**config.mk**
```make
export PLATFORM = sky130hd
export DESIGN_NAME = fft_peak_detect
export DESIGN_NICKNAME = d
export VERILOG_FILES = /design/src/rtl/fft_peak_detect.sv
export SDC_FILE = /design/constraint.sdc
export NUM_CORES = 1
export LEC_CHECK = 0
export ABC_AREA = 1
export CAP_MARGIN = 20
export CORE_MARGIN = 1
export CORE_UTILIZATION = 63
export CTS_CLUSTER_DIAMETER = 60
export DETAILED_ROUTE_END_ITERATION = 10
export PLACE_DENSITY = 0.83
export SLEW_MARGIN = 15
export SYNTH_ARGS = -nofsm -noshare
export SYNTH_HDL_FRONTEND = slang
export SYNTH_SLANG_ARGS = --single-unit
```
**constraint.sdc**
```tcl
create_clock -name i_clk -period 6.88 [get_ports i_clk]
set_clock_uncertainty 0.2 [all_clocks]
set_input_delay 0.688 -clock i_clk [delete_from_list [all_inputs] [get_ports i_clk]]
set_output_delay 0.688 -clock i_clk [all_outputs]
set_load 0.02 [all_outputs]
```
**src/rtl/fft_peak_detect.sv**
```systemverilog
// fft_peak_detect: per-frame peak finder over the positive-frequency FFT bins.
// Squares each complex bin, tracks the strongest one, flags framing errors.
//
// Ports:
//   i_clk        rising-edge clock
//   i_reset_n    asynchronous active-low reset
//   i_ce         one FFT word valid per high cycle
//   i_result     {real, imag}, each IW-bit two's complement
//   i_sync       marks bin 0 of a frame (qualified by i_ce)
//   o_valid      one-cycle pulse when o_peak_bin/o_peak_mag update
//   o_peak_bin   index of the strongest bin of the last frame
//   o_peak_mag   re^2 + im^2 of that bin, unsigned
//   o_frame_err  one-cycle pulse on a sync misplacement
//
// Build option: FFT_PEAK_DC_REJECT_EN excludes bin 0 from the compare.

module fft_peak_detect #(
  parameter int IW    = 11,
  parameter int LGFFT = 10
) (
  input  logic              i_clk,
  input  logic              i_reset_n,
  input  logic              i_ce,
  input  logic [2*IW-1:0]   i_result,
  input  logic              i_sync,
  output logic              o_valid,
  output logic [LGFFT-1:0]  o_peak_bin,
  output logic [2*IW-1:0]   o_peak_mag,
  output logic              o_frame_err
);

  localparam logic [LGFFT-1:0] LAST = '1;
  localparam logic [LGFFT-1:0] ONE  = 1;

  typedef enum logic {IDLE, RUN} state_t;

  state_t           state, state_nx;
  logic [LGFFT-1:0] cnt, cnt_nx;
  logic             tag, tag_nx;
  logic             acc;
  logic [LGFFT-1:0] acc_bin;
  logic             err;
  logic             kill;

  // The frame tag toggles on every accepted sync. A framing error kills
  // only in-flight entries of the frame being abandoned, so a previous
  // frame's tail (including its bin N-1) still drains and publishes.
  always_ff @(posedge i_clk or negedge i_reset_n) begin
    if (!i_reset_n) begin
      state <= IDLE;
      cnt   <= '0;
      tag   <= 1'b0;
    end else begin
      state <= state_nx;
      cnt   <= cnt_nx;
      tag   <= tag_nx;
    end
  end

  always_comb begin
    state_nx = state;
    cnt_nx   = cnt;
    tag_nx   = tag;
    acc      = 1'b0;
    acc_bin  = cnt;
    err      = 1'b0;
    kill     = 1'b0;
    if (i_ce) begin
      if (i_sync) begin
        if (state == RUN && cnt != LAST) begin
          err  = 1'b1;
          kill = 1'b1;
        end
        state_nx = RUN;
        cnt_nx   = '0;
        tag_nx   = ~tag;
        acc      = 1'b1;
        acc_bin  = '0;
      end else if (state == RUN) begin
        if (cnt == LAST) begin
          // Previous frame is already complete; only the stray strobe
          // is dropped and we wait for a fresh sync.
          err      = 1'b1;
          state_nx = IDLE;
          cnt_nx   = '0;
        end else begin
          cnt_nx  = cnt + ONE;
          acc     = 1'b1;
          acc_bin = cnt + ONE;
        end
      end
    end
  end

  // S1: capture, components sign-extended to full product width
  logic                    s1_vld;
  logic signed [2*IW-1:0]  s1_re, s1_im;
  logic [LGFFT-1:0]        s1_bin;
  logic                    s1_tag;
  // S2: squares
  logic                    s2_vld;
  logic [2*IW-1:0]         s2_re2, s2_im2;
  logic [LGFFT-1:0]        s2_bin;
  logic                    s2_tag;
  // S3: magnitude
  logic                    s3_vld;
  logic [2*IW-1:0]         s3_mag;
  logic [LGFFT-1:0]        s3_bin;
  logic                    s3_tag;

  logic k1, k2, k3;

  assign k1 = kill && (s1_tag == tag);
  assign k2 = kill && (s2_tag == tag);
  assign k3 = kill && (s3_tag == tag);

  always_ff @(posedge i_clk or negedge i_reset_n) begin
    if (!i_reset_n) begin
      s1_vld <= 1'b0;
      s1_re  <= '0;
      s1_im  <= '0;
      s1_bin <= '0;
      s1_tag <= 1'b0;
      s2_vld <= 1'b0;
      s2_re2 <= '0;
      s2_im2 <= '0;
      s2_bin <= '0;
      s2_tag <= 1'b0;
      s3_vld <= 1'b0;
      s3_mag <= '0;
      s3_bin <= '0;
      s3_tag <= 1'b0;
    end else begin
      s1_vld <= acc;
      if (acc) begin
        s1_re  <= {{IW{i_result[2*IW-1]}}, i_result[2*IW-1:IW]};
        s1_im  <= {{IW{i_result[IW-1]}}, i_result[IW-1:0]};
        s1_bin <= acc_bin;
        s1_tag <= tag_nx;
      end
      s2_vld <= s1_vld && !k1;
      s2_re2 <= s1_re * s1_re;
      s2_im2 <= s1_im * s1_im;
      s2_bin <= s1_bin;
      s2_tag <= s1_tag;
      // Worst case 2^(2*IW-1): fits 2*IW bits unsigned
      s3_vld <= s2_vld && !k2;
      s3_mag <= s2_re2 + s2_im2;
      s3_bin <= s2_bin;
      s3_tag <= s2_tag;
    end
  end

  // S4: running max and frame close
  logic              live;
  logic              cons;
  logic              take;
  logic              close;
  logic              mx_vld;
  logic [LGFFT-1:0]  mx_bin;
  logic [2*IW-1:0]   mx_mag;
  logic              mx_tag;
  logic [LGFFT-1:0]  nx_bin;
  logic [2*IW-1:0]   nx_mag;
  logic              fin_vld;
  logic [LGFFT-1:0]  fin_bin;
  logic [2*IW-1:0]   fin_mag;

  always_comb begin
    live = s3_vld && !k3;
`ifdef FFT_PEAK_DC_REJECT_EN
    cons = live && !s3_bin[LGFFT-1] && (s3_bin != '0);
`else
    cons = live && !s3_bin[LGFFT-1];
`endif
    // Strictly greater: on ties the earlier (lower) bin is kept
    take   = cons && (!mx_vld || (s3_mag > mx_mag));
    nx_bin = take ? s3_bin : mx_bin;
    nx_mag = take ? s3_mag : mx_mag;
    close  = live && (s3_bin == LAST);
  end

  always_ff @(posedge i_clk or negedge i_reset_n) begin
    if (!i_reset_n) begin
      mx_vld  <= 1'b0;
      mx_bin  <= '0;
      mx_mag  <= '0;
      mx_tag  <= 1'b0;
      fin_vld <= 1'b0;
      fin_bin <= '0;
      fin_mag <= '0;
    end else begin
      fin_vld <= close;
      if (close) begin
        fin_bin <= nx_bin;
        fin_mag <= nx_mag;
        mx_vld  <= 1'b0;
        mx_bin  <= '0;
        mx_mag  <= '0;
      end else if (kill && mx_tag == tag) begin
        mx_vld <= 1'b0;
        mx_bin <= '0;
        mx_mag <= '0;
      end else if (live) begin
        mx_vld <= mx_vld || cons;
        mx_bin <= nx_bin;
        mx_mag <= nx_mag;
        mx_tag <= s3_tag;
      end
    end
  end

  always_ff @(posedge i_clk or negedge i_reset_n) begin
    if (!i_reset_n) begin
      o_valid     <= 1'b0;
      o_peak_bin  <= '0;
      o_peak_mag  <= '0;
      o_frame_err <= 1'b0;
    end else begin
      o_valid     <= fin_vld;
      o_frame_err <= err;
      if (fin_vld) begin
        o_peak_bin <= fin_bin;
        o_peak_mag <= fin_mag;
      end
    end
  end

endmodule
```
======== Word level (Yosys, flattened, before mapping) ========
Cells that the tools add are included.
word-level totals
  bits in registers ....................... 237
  input bits .............................. 26
operators by class
  $lt $le $gt $ge ......................... 1
  muxes and demuxes ....................... 31
  bitwise gates (word level) .............. 3
  $add $sub $neg .......................... 2
  reductions and logical operators ........ 22
  multipliers ............................. 2
  eq/ne operators ......................... 7
operators with widths
  kind                     number
  $mux W10                 11
  $mux W22                 4
  $mul A11 B11 Y22         2
  $add A22 B22 Y22         1
  $gt A22 B22 Y1           1
  $eq A10 B10 Y1 const B   2
  $mux W1                  16
  $logic_and A1 B1 Y1      11
  $add A10 B1 Y10 const B  1
  $ne A10 B10 Y1 const B   1
  $logic_not A1 Y1         5
  $eq A1 B1 Y1             4
  $not A1 Y1               3
  $reduce_and A3 Y1        1
  $reduce_bool A3 Y1       1
  $logic_or A1 B1 Y1       2
  $reduce_and A2 Y1        1
  $reduce_bool A2 Y1       1

======== Longest topological paths before layout ========
Gate-level depths: netlist of run 1.
  word-level depth ........................ 14
  mapped depth ............................ 23
  gate-level depth less buffers ........... 22

======== Least setup slack after synthesis of run 1 ========
Ideal clock, no wire load.
  kind .................................... register to register
  start point ............................. register s1_re[10] (netlist name)
  end point ............................... register s2_re2[21]
  setup time .............................. 120 ps
  setup slack ............................. 1,635 ps
  arrival ................................. 4,924 ps
  cell stages (with the launch flop) ...... 20
  cells stage by stage .................... dfrtp_1 > clkbuf_1 > clkbuf_1 > nand2_1 > fa_1 > inv_1 > fa_1 > inv_1 > fa_1 > fa_1 > fa_1 > inv_1 > ha_1 > nand2_1 > nor3_1 > nand2_1 > nor3_1 > nor2_1 > nand2_1 > nand2_1
between the ends
  longest elaborated chain between the ends .. 1
ends and longest elaborated chain
  item                    RTL line  source
  $mul A11 B11 Y22        142       s2_re2 <= s1_re * s1_re;
  end signal: assignment  142
  end: declaration        102       logic [2*IW-1:0] s2_re2, s2_im2;
Every way passes these cells.
A chain may end at the register's enable or synchronous reset.

======== Worst setup path after layout of run 1 ========
  start point ............................. register s1_im[10] (netlist name)
  end point ............................... register s2_im2[21]
between the ends
  longest elaborated chain between the ends .. 1
ends and longest elaborated chain
  item                    RTL line  source
  $mul A11 B11 Y22        143       s2_im2 <= s1_im * s1_im;
  end signal: assignment  143
  end: declaration        102
Every way passes these cells.

==> results of run 1 <==
-- worst max-delay path, cell delays in order (launching register included) --
cell,delay (ns)
dfrtp_1,0.73
nand2_1,0.25
fa_1,0.62
fa_1,0.67
inv_1,0.08
fa_1,0.49
inv_1,0.06
fa_1,0.49
inv_1,0.05
fa_1,0.45
ha_1,0.36
inv_1,0.08
nor3_1,0.31
nand2_1,0.08
nor3_1,0.21
nor2_1,0.08
nand2_1,0.07
nand2_1,0.04
-- metrics by stage --
stage | util | setup WS [ns]
6_report | 0.700 | 1.41
5_1_grt | 0.700 | 0.930
4_1_cts | 0.700 | 1.41
3_5_place_dp | 0.672 | 1.47
3_3_place_gp | 0.672 | 1.60
2_1_floorplan | - | 1.64
-- cells in the final DEF (no fill, tap or decap), types with 3 or more instances in the layout --
cell and n:
mux2_2 32, or2_2 3, clkinvlp_4 7, o21ai_1 12, nand2_2 3, inv_1 418, ha_1 138, nand3b_1 3
a21oi_1 72, nor3_1 8, nand2_1 464, inv_6 3, dfrtp_1 235, o21bai_1 3, xor2_1 52, o21ai_0 64
fa_1 202, a31oi_1 5, nand4_1 8, xnor2_1 32, a21o_1 11, clkbuf_16 26, inv_2 8, nor2_1 60
clkinv_2 3, buf_4 6, o31ai_1 4, clkbuf_1 4, clkdlybuf4s50_1 58, nand3_1 129
-- path summary, 6_finish.rpt --
| path | cells past startpoint | to |
|---|---|---|
| max | 17 | s2_im2[21] |
| min in group i_clk | 0 | s3_bin[3] |
| max reg2reg | 17 | s2_im2[21] |
| min | 1 | o_peak_bin[6] |
| min reg2reg | 0 | s3_bin[3] |
| max in group asynchronous | 2 | s1_re[10] |
-- per-layer routing --
| metal | routed length (um) | up-vias | GRT usage | part of all wire |
|---|---|---|---|---|
| li1 | - | 6352 | - | - |
| met1 | 15900 | 6466 | 0.346 | 0.43 |
| met2 | 18500 | 276 | 0.451 | 0.50 |
| met3 | 1450 | 57 | 0.0274 | 0.039 |
| met4 | 932 | 0 | 0.0723 | 0.025 |
| met5 | 0 | - | 0 | 0 |
-- state kept, by name, summed over array words and instances, names as in the netlist, 10 cells and up --
register / count
fin_mag: 22
mx_mag: 22
o_peak_mag: 22
s3_mag: 22
s2_im2: 21
s2_re2: 21
s1_im: 11
s1_re: 11
cnt: 10
fin_bin: 10
mx_bin: 10
o_peak_bin: 10
s1_bin: 10
s2_bin: 10
s3_bin: 10
-- cells by family after synthesis --
logic type,Yosys count
compound gates,182
simple gates,690
buf+inv,484
flops,235
xor+xnor,84
fa+ha+maj,340
mux,32
-- cell type report --
| type | instances | area, um2 | share of cell area |
|---|---|---|---|
| clock buffers | 31 | 679 | 0.0337 |
| clock inverters | 17 | 144 | 0.00714 |
| inverters | 426 | 1600 | 0.0793 |
| repair buffers | 65 | 641 | 0.0318 |
| flip-flops and latches | 235 | 5880 | 0.292 |
| multi-input cells | 1328 | 10700 | 0.532 |
| well taps | 384 | 480 | 0.0238 |
==> results.ini, run 1 <==
[floorplan]
die-area_mm2=0.0301
die_y_um=173
die_w_um=173
ios=60
std_cell_rows=62
start_util=0.643
coreArea_mm2=0.0288

[clocking]
clock-sinks=235
cts_tree=yes
holdBufCountCts=0
clk_pin_slew_worst_paths_ns=0.06
cts_buffer_depth=3
cts_setup_buffers=0
numCtsBuffers=26
root_buffer=clkbuf_16
clk_latency_ns=0.53
cts_resized=0
cts_htree_levels=1

[final_layout]
antenna_cells=0
final_cell_area_mm2=0.0202
drive_gt1_frac=0.0504
fin_nets=2448
fin_cells=2486
syn_to_final_growth_pct=8.95
fillers=2233

[logic_synthesis]
synth-edff-count=0
ys_seq_area_frac=0.318
synth_xor_area_frac=0.0398
synthTopCellsByCount=464 x nand2_1, 418 x inv_1, 235 x dfrtp_1
synth_cells=2047
synthAdderAreaFrac=0.312
syn-num-nets=2413
yosysTopAreaCell=dfrtp_1
synth_compound_area_frac=0.0535
synth.avg_cell_area_um2=9.04
ys.flop_type=dfrtp_1
yosys-top-cells-area=dfrtp_1 32%, fa_1 22%, nand2_1 9.4%
synthesis.area_mm2=0.0185
synthMuxAreaShare=0.0195
synth.ff_latch_count=235
yosysWarningCount=0
synth_cell_types=45
postSynth.asyncResetShare=1.00
yosys.area_share.simple=0.155
yosysMostFrequentCell=nand2_1
synth_top_family_by_area=adder cells
synth_top_area_frac=0.318

[global_routing]
antenna_found_initial=0
grt_pass1_vias=13900
grt_start_max_net_pins=116
grt_pass1_wl_um=64300
grt_overflow=0
grtUsageTotal=0.259

[worst_setup_path]
path_class=flop to flop
worstPathRequired_ns=7.09
worstSetupStartpointType=flop
r2r_slack_ns=1.41
timing.rr.start=s1_im[10]
cp.arrival_ns=5.67
end_kind=flop
cp_max_fo=18
cp-startpoint=s1_im[10]

[sta]
fin_tns_setup_ns=0
clock.fmax_mhz=183
setup_viol=0
fin_crit_sh=0.795
rsz0062_at_grt=false
worst_pin_slew_ns=0.927
hold_viol=0
holdWs_ns=0.0101
relSlewSlack=0.382
post-route-min-period_ns=5.47
drv_slew=0

[worst_hold_path]
holdCritPathClass=primary input to async pin

[routing]
wl_um=36700
drt_iter0_markers=895
dr_total_vias=13200
drtAntennaViolNets=0
wire_per_inst_um=14.8
first_pass_iters=5
vias_per_cell=5.29
drc_errors=0

[job]
maxCapViolations=0

[placement]
postPlaceCellArea_mm2=0.0193
dp_cells=2438
place_congestion=0.856
hpwl_um=28900
port_buffers=59

[status]
outcome=finished clean

Power of run 1 is left out: the tool's default activity adds up to more than one toggle a clock period on the data nets, which glitch-free logic cannot reach.
==> run 2: changes to the inputs <==
Settings changed: CORE_UTILIZATION 63 to 57, PLACE_DENSITY 0.83 to 0.79.
Clock period 6.88 ns to 4.5 ns, I/O delays scaled along.
==> results.ini, run 2 (same netlist as run 1, synthesis figures left out) <==
[status]
outcome=finished, violations left  ; was finished clean
violations=negative setup slack

[sta]
drv_slew=0  ; unchanged
post-route-min-period_ns=4.91  ; was 5.47 ns
relSlewSlack=0.313  ; was 0.382
hold_viol=0  ; unchanged
fin_crit_sh=1.09  ; was 0.795
worst_pin_slew_ns=1.03  ; was 0.927 ns
rsz0062_at_grt=true  ; was false
clock.fmax_mhz=204  ; was 183 MHz
fin_ws_ns=-0.407  ; was 1.41 ns
setup_viol=23  ; was 0

[routing]
vias_per_cell=5.43  ; was 5.29
wl_met3_um=2420  ; was 1450 um
drt_iter0_markers=1159  ; was 895
wl_um=46500  ; was 36,700 um
dr.max_layer_used=met4  ; unchanged
wire_per_inst_um=16.9  ; was 14.8 um
dr_total_vias=15000  ; was 13,200
wl_met1_um=18400  ; was 15,900 um
drc_errors=0  ; unchanged
first_pass_iters=5  ; unchanged
wl_met2_um=24000  ; was 18,500 um
drtAntennaViolNets=0  ; unchanged

[placement]
dp_cells=2646  ; was 2,438
postPlaceCellArea_mm2=0.0211  ; was 0.0193 mm2
hpwl_um=31200  ; was 28,900 um
port_buffers=59  ; unchanged
place_congestion=0.901  ; was 0.856

[final_layout]
final_cell_area_mm2=0.0236  ; was 0.0202 mm2
antenna_cells=0  ; unchanged
fillers=2018  ; was 2,233
final_common_cell=nand2_1  ; unchanged
syn_to_final_growth_pct=27.7  ; was 8.95%
multi_input_area_mm2=0.0119  ; was 0.0107 mm2
fin_nets=2700  ; was 2,448
regArea_mm2=0.00590  ; was 0.00588 mm2
final_cell_mix=405 x nand2_1, 374 x inv_1, 217 x dfrtp_1, 210 x buf_4, 179 x fa_1  ; was 464 x nand2_1, 418 x inv_1, 235 x dfrtp_1, 202 x fa_1, 138 x ha_1
fin_cells=2755  ; was 2,486
drive_gt1_frac=0.260  ; was 0.0504

[worst_setup_path]
crit_path_cell_trace=buf_4 > nand2_1 > o21ai_1 > nand2_1 > inv_1 > ha_1 > inv_1 > nand2_1 > fa_1 > fa_1 > fa_1 > fa_1 > ha_4 > nand2_1 > nor2_1 > nand2_2 > nor3_4 > nor2_1 > nand2_1 > nand2_1  ; was nand2_1 > fa_1 > fa_1 > inv_1 > fa_1 > inv_1 > fa_1 > inv_1 > fa_1 > ha_1 > inv_1 > nor3_1 > nand2_1 > nor3_1 > nor2_1 > nand2_1 > nand2_1
worstPathRequired_ns=4.74  ; was 7.09 ns
r2r_slack_ns=-0.41  ; was 1.41 ns
cp_max_fo=8  ; was 18
end_kind=flop  ; unchanged
cp-startpoint=s1_im[4]  ; was s1_im[10]
critPathSlowestCell=fa_1  ; was dfrtp_1
critPathTopFamily=adder cells  ; unchanged
worstSetupStartpointType=flop  ; unchanged
timing.rr.start=s1_im[4]  ; was s1_im[10]
r2r-end=s2_im2[21]  ; unchanged
cp_num_buf_inv=3  ; was 4
path_class=flop to flop  ; unchanged
critPathMaxStageDelay_ns=0.54  ; was 0.73 ns
ff2ff_path_depth=20  ; was 17
cp.arrival_ns=5.15  ; was 5.67 ns
cp_common_cell=nand2_1  ; was fa_1

[global_routing]
grt_overflow=0  ; unchanged
grt_start_max_net_pins=137  ; was 116
grtUsageTotal=0.272  ; was 0.259
grt_pass1_vias=15600  ; was 13,900
grt_pass1_wl_um=73700  ; was 64,300 um
antenna_found_initial=0  ; unchanged

[worst_hold_path]
hp-start=s2_bin[5]
whs_path_depth=0
holdCritPathClass=flop to flop  ; was primary input to async pin
holdPathEnd=s3_bin[5]

[clocking]
clk_latency_ns=0.55  ; was 0.53 ns
root_buffer=clkbuf_16  ; unchanged
clock-sinks=235  ; unchanged
cts_htree_levels=1  ; unchanged
clk_pin_slew_worst_paths_ns=0.06  ; about the same
numCtsBuffers=27  ; was 26
cts_tree=yes  ; unchanged
cts_buffer_depth=3  ; unchanged

[floorplan]
die_w_um=182  ; was 173 um
die_y_um=182  ; was 173 um
coreArea_mm2=0.0317  ; was 0.0288 mm2
die-area_mm2=0.0332  ; was 0.0301 mm2
ios=60  ; unchanged
std_cell_rows=65  ; was 62
start_util=0.583  ; was 0.643

[job]
maxCapViolations=0  ; unchanged

[run 2: cell count changes in the layout (fill, tap and decap cells not counted), moves of 29 or more]
cell and change:
buf_4 +204, buf_6 +39, ha_1 -31, ha_4 +29
inv_1 -44, inv_2 +43, nand2_1 -59, nand2_2 +39
[run 2: worst max-delay path by stage]
| stage | end | slack (ns) | cells after the start |
|---|---|---|---|
| 2_1_floorplan | s2_re2[21] | -0.26 | 19 |
| 3_3_place_gp | s2_im2[21] | -0.29 | 15 |
| 3_5_place_dp | s2_im2[21] | -0.44 | 16 |
| 4_1_cts | s2_im2[21] | -0.25 | 17 |
| 5_1_grt | s2_im2[15] | -0.62 | 18 |
| 6_report | s2_im2[21] | -0.41 | 20 |
[run 2: layout make-up]
| cell class | count | area share |
|---|---|---|
| clock buffer | 34 | 0.0314 |
| clock inverter | 14 | 0.00932 |
| inverter | 426 | 0.0678 |
| multi-input combinational | 1328 | 0.504 |
| sequential | 235 | 0.250 |
| tap | 402 | 0.0213 |
| timing repair buffer | 316 | 0.117 |
[run 2: repair_timing]
item / in CTS / in global routing
hold buffers: 1 / 0
buffers inserted: 48 / 16
pin swaps: 79 / 82
hold endpoints to repair: 134 / 0
resized for setup: 194 / 117
setup endpoints to repair: 24 / 25
[run 2: stage by stage]
step / hold WS [ns] / setup slack (ns) / setup TNS, ns / utilization
after global placement: 0.133 / -0.290 / -3.99 / 0.666
after global routing: 0.151 / -0.622 / -9.25 / 0.745
final: 0.144 / -0.407 / -5.71 / 0.745
after floorplan: -0.0456 / -0.262 / -1.25 / -
after detailed placement: 0.135 / -0.436 / -6.47 / 0.666
after CTS: 0.150 / -0.245 / -2.49 / 0.728
[run 2: per-layer routing]
| layer | track usage | up-vias |
|---|---|---|
| li1 | - | 6851 |
| met1 | 0.350 | 7432 |
| met2 | 0.484 | 519 |
| met3 | 0.0309 | 162 |
| met4 | 0.0783 | 0 |
| met5 | 0 | - |
Power of run 2 is left out for the same reason.
==> run 3: changes to the inputs <==
Settings changed: CORE_UTILIZATION 57 to 40, PLACE_DENSITY 0.79 to 0.59.
==> results.ini, run 3 (same netlist as run 1, synthesis figures left out) <==
[placement]
port_buffers=59  ; unchanged
postPlaceCellArea_mm2=0.0214  ; was 0.0211 mm2
hpwl_um=31500  ; was 31,200 um
place_congestion=0.854  ; was 0.901
pre_cts_ws_ns=-0.395  ; was -0.436 ns

[sta]
holdWs_ns=0.147  ; was 0.144 ns
relSlewSlack=0.386  ; was 0.313
hold_viol=0  ; unchanged
clock.fmax_mhz=208  ; was 204 MHz
drv_slew=0  ; unchanged
fin_tns_setup_ns=-3.79  ; was -5.71 ns
fin_crit_sh=1.07  ; was 1.09
worst_pin_slew_ns=0.921  ; was 1.03 ns
rsz0062_at_grt=true  ; unchanged
fin_ws_ns=-0.313  ; was -0.407 ns
setup_viol=21  ; was 23
post-route-min-period_ns=4.81  ; was 4.91 ns

[clocking]
cts_htree_levels=1  ; unchanged
root_buffer=clkbuf_16  ; unchanged
clk_latency_ns=0.58  ; was 0.55 ns
clk_pin_slew_worst_paths_ns=0.06  ; about the same
numCtsBuffers=30  ; was 27
cts_tree=yes  ; unchanged
cts_buffer_depth=3  ; unchanged
clock-sinks=235  ; unchanged

[floorplan]
die_w_um=217  ; was 182 um
ios=60  ; unchanged
start_util=0.407  ; was 0.583
die_y_um=217  ; was 182 um
coreArea_mm2=0.0455  ; was 0.0317 mm2
std_cell_rows=78  ; was 65
die-area_mm2=0.0471  ; was 0.0332 mm2

[global_routing]
antenna_found_initial=0  ; unchanged
grt_overflow=0  ; unchanged
grtUsageTotal=0.183  ; was 0.272
grt_pass1_vias=14800  ; was 15,600
grt_pass1_wl_um=71200  ; was 73,700 um
grt_start_max_net_pins=110  ; was 137

[final_layout]
drive_gt1_frac=0.264  ; was 0.260
final_common_cell=nand2_1  ; unchanged
fin_nets=2721  ; was 2,700
fillers=4118  ; was 2,018
syn_to_final_growth_pct=30.6  ; was 27.7%
final_cell_area_mm2=0.0242  ; was 0.0236 mm2
antenna_cells=0  ; unchanged
final_cell_mix=409 x nand2_1, 373 x inv_1, 219 x buf_4, 217 x dfrtp_1, 181 x fa_1  ; was 405 x nand2_1, 374 x inv_1, 217 x dfrtp_1, 210 x buf_4, 179 x fa_1

[routing]
drc_errors=0  ; unchanged
drtAntennaViolNets=0  ; unchanged
wl_um=41700  ; was 46,500 um
dr_total_vias=14000  ; was 15,000
wire_per_inst_um=14.0  ; was 16.9 um
vias_per_cell=4.70  ; was 5.43
first_pass_iters=5  ; unchanged
drt_iter0_markers=854  ; was 1,159

[status]
violations=negative setup slack  ; unchanged
outcome=finished, violations left  ; unchanged

[worst_setup_path]
end_kind=flop  ; unchanged
r2r_slack_ns=-0.31  ; was -0.41 ns
r2r-end=s2_re2[20]  ; was s2_im2[21]
path_class=flop to flop  ; unchanged
cp.arrival_ns=5.07  ; was 5.15 ns
timing.rr.start=s1_re[10]  ; was s1_im[4]
cp_max_fo=7  ; was 8
worstPathRequired_ns=4.75  ; was 4.74 ns
worstSetupStartpointType=flop  ; unchanged
ff2ff_path_depth=17  ; was 20

[worst_hold_path]
holdCritPathClass=flop to flop  ; unchanged
whs_path_depth=0  ; unchanged
hp-start=s2_bin[7]  ; was s2_bin[5]
holdPathEnd=s3_bin[7]  ; was s3_bin[5]

[job]
maxCapViolations=0  ; unchanged

[run 3: changes by cell type in the layout (fill, tap and decap cells not counted), sizes merged]
cell / change
inv: +1
clkbuf: +4
clkinv: +3
buf: +18
[run 3: routing by layer]
layer	GRT usage	vias to the layer above	routed length, um
li1	-	6913	-
met1	0.249	6889	18900
met2	0.316	158	20800
met3	0.0203	43	1310
met4	0.0383	0	690
met5	0	-	0
[run 3: worst max-delay path: stages, from the launching register on]
cell	delay (ns)
dfrtp_2	0.46
buf_6	0.16
ha_4	0.16
fa_1	0.49
buf_4	0.15
fa_1	0.55
inv_2	0.04
fa_2	0.53
inv_2	0.04
fa_1	0.46
fa_2	0.56
ha_4	0.22
buf_6	0.12
nand2_4	0.07
nor2_4	0.04
a211oi_2	0.20
nand2_1	0.08
xor2_1	0.14
[run 3: layout make-up]
type                            instances  area, um2  share of cell area
Multi-Input combinational cell       1328      11900               0.491
Inverter                              426       1600              0.0664
Clock inverter                         18        267              0.0110
Clock buffer                           38        831              0.0344
Timing Repair Buffer                  334       2940               0.122
Sequential cell                       235       5900               0.244
Tap cell                              600        751              0.0311
[run 3: repair_timing]
action	4_1_cts	5_1_grt
hold endpoints to repair	106	0
resized for setup	155	150
pin swaps	83	116
setup endpoints to repair	24	25
hold buffers	1	0
buffers inserted	46	26
[run 3: worst max-delay path by stage]
stage               startpoint         end  slack [ns]  depth (start not counted)
floorplan            s1_re[10]  s2_re2[21]       -0.26                         19
global placement     s1_re[10]  s2_re2[21]       -0.34                         16
detailed placement   s1_re[10]  s2_re2[21]       -0.40                         16
CTS                   s1_re[4]  s2_re2[21]       -0.25                         18
global route         s1_re[10]  s2_re2[21]       -0.51                         18
finish               s1_re[10]  s2_re2[20]       -0.31                         17
[run 3: through the flow]
step	cells	util
floorplan	2047	-
detailed placement	2856	0.472
CTS	2958	0.515
finish	2979	0.531
global placement	2856	0.472
global route	2979	0.531
Power of run 3 is left out for the same reason.
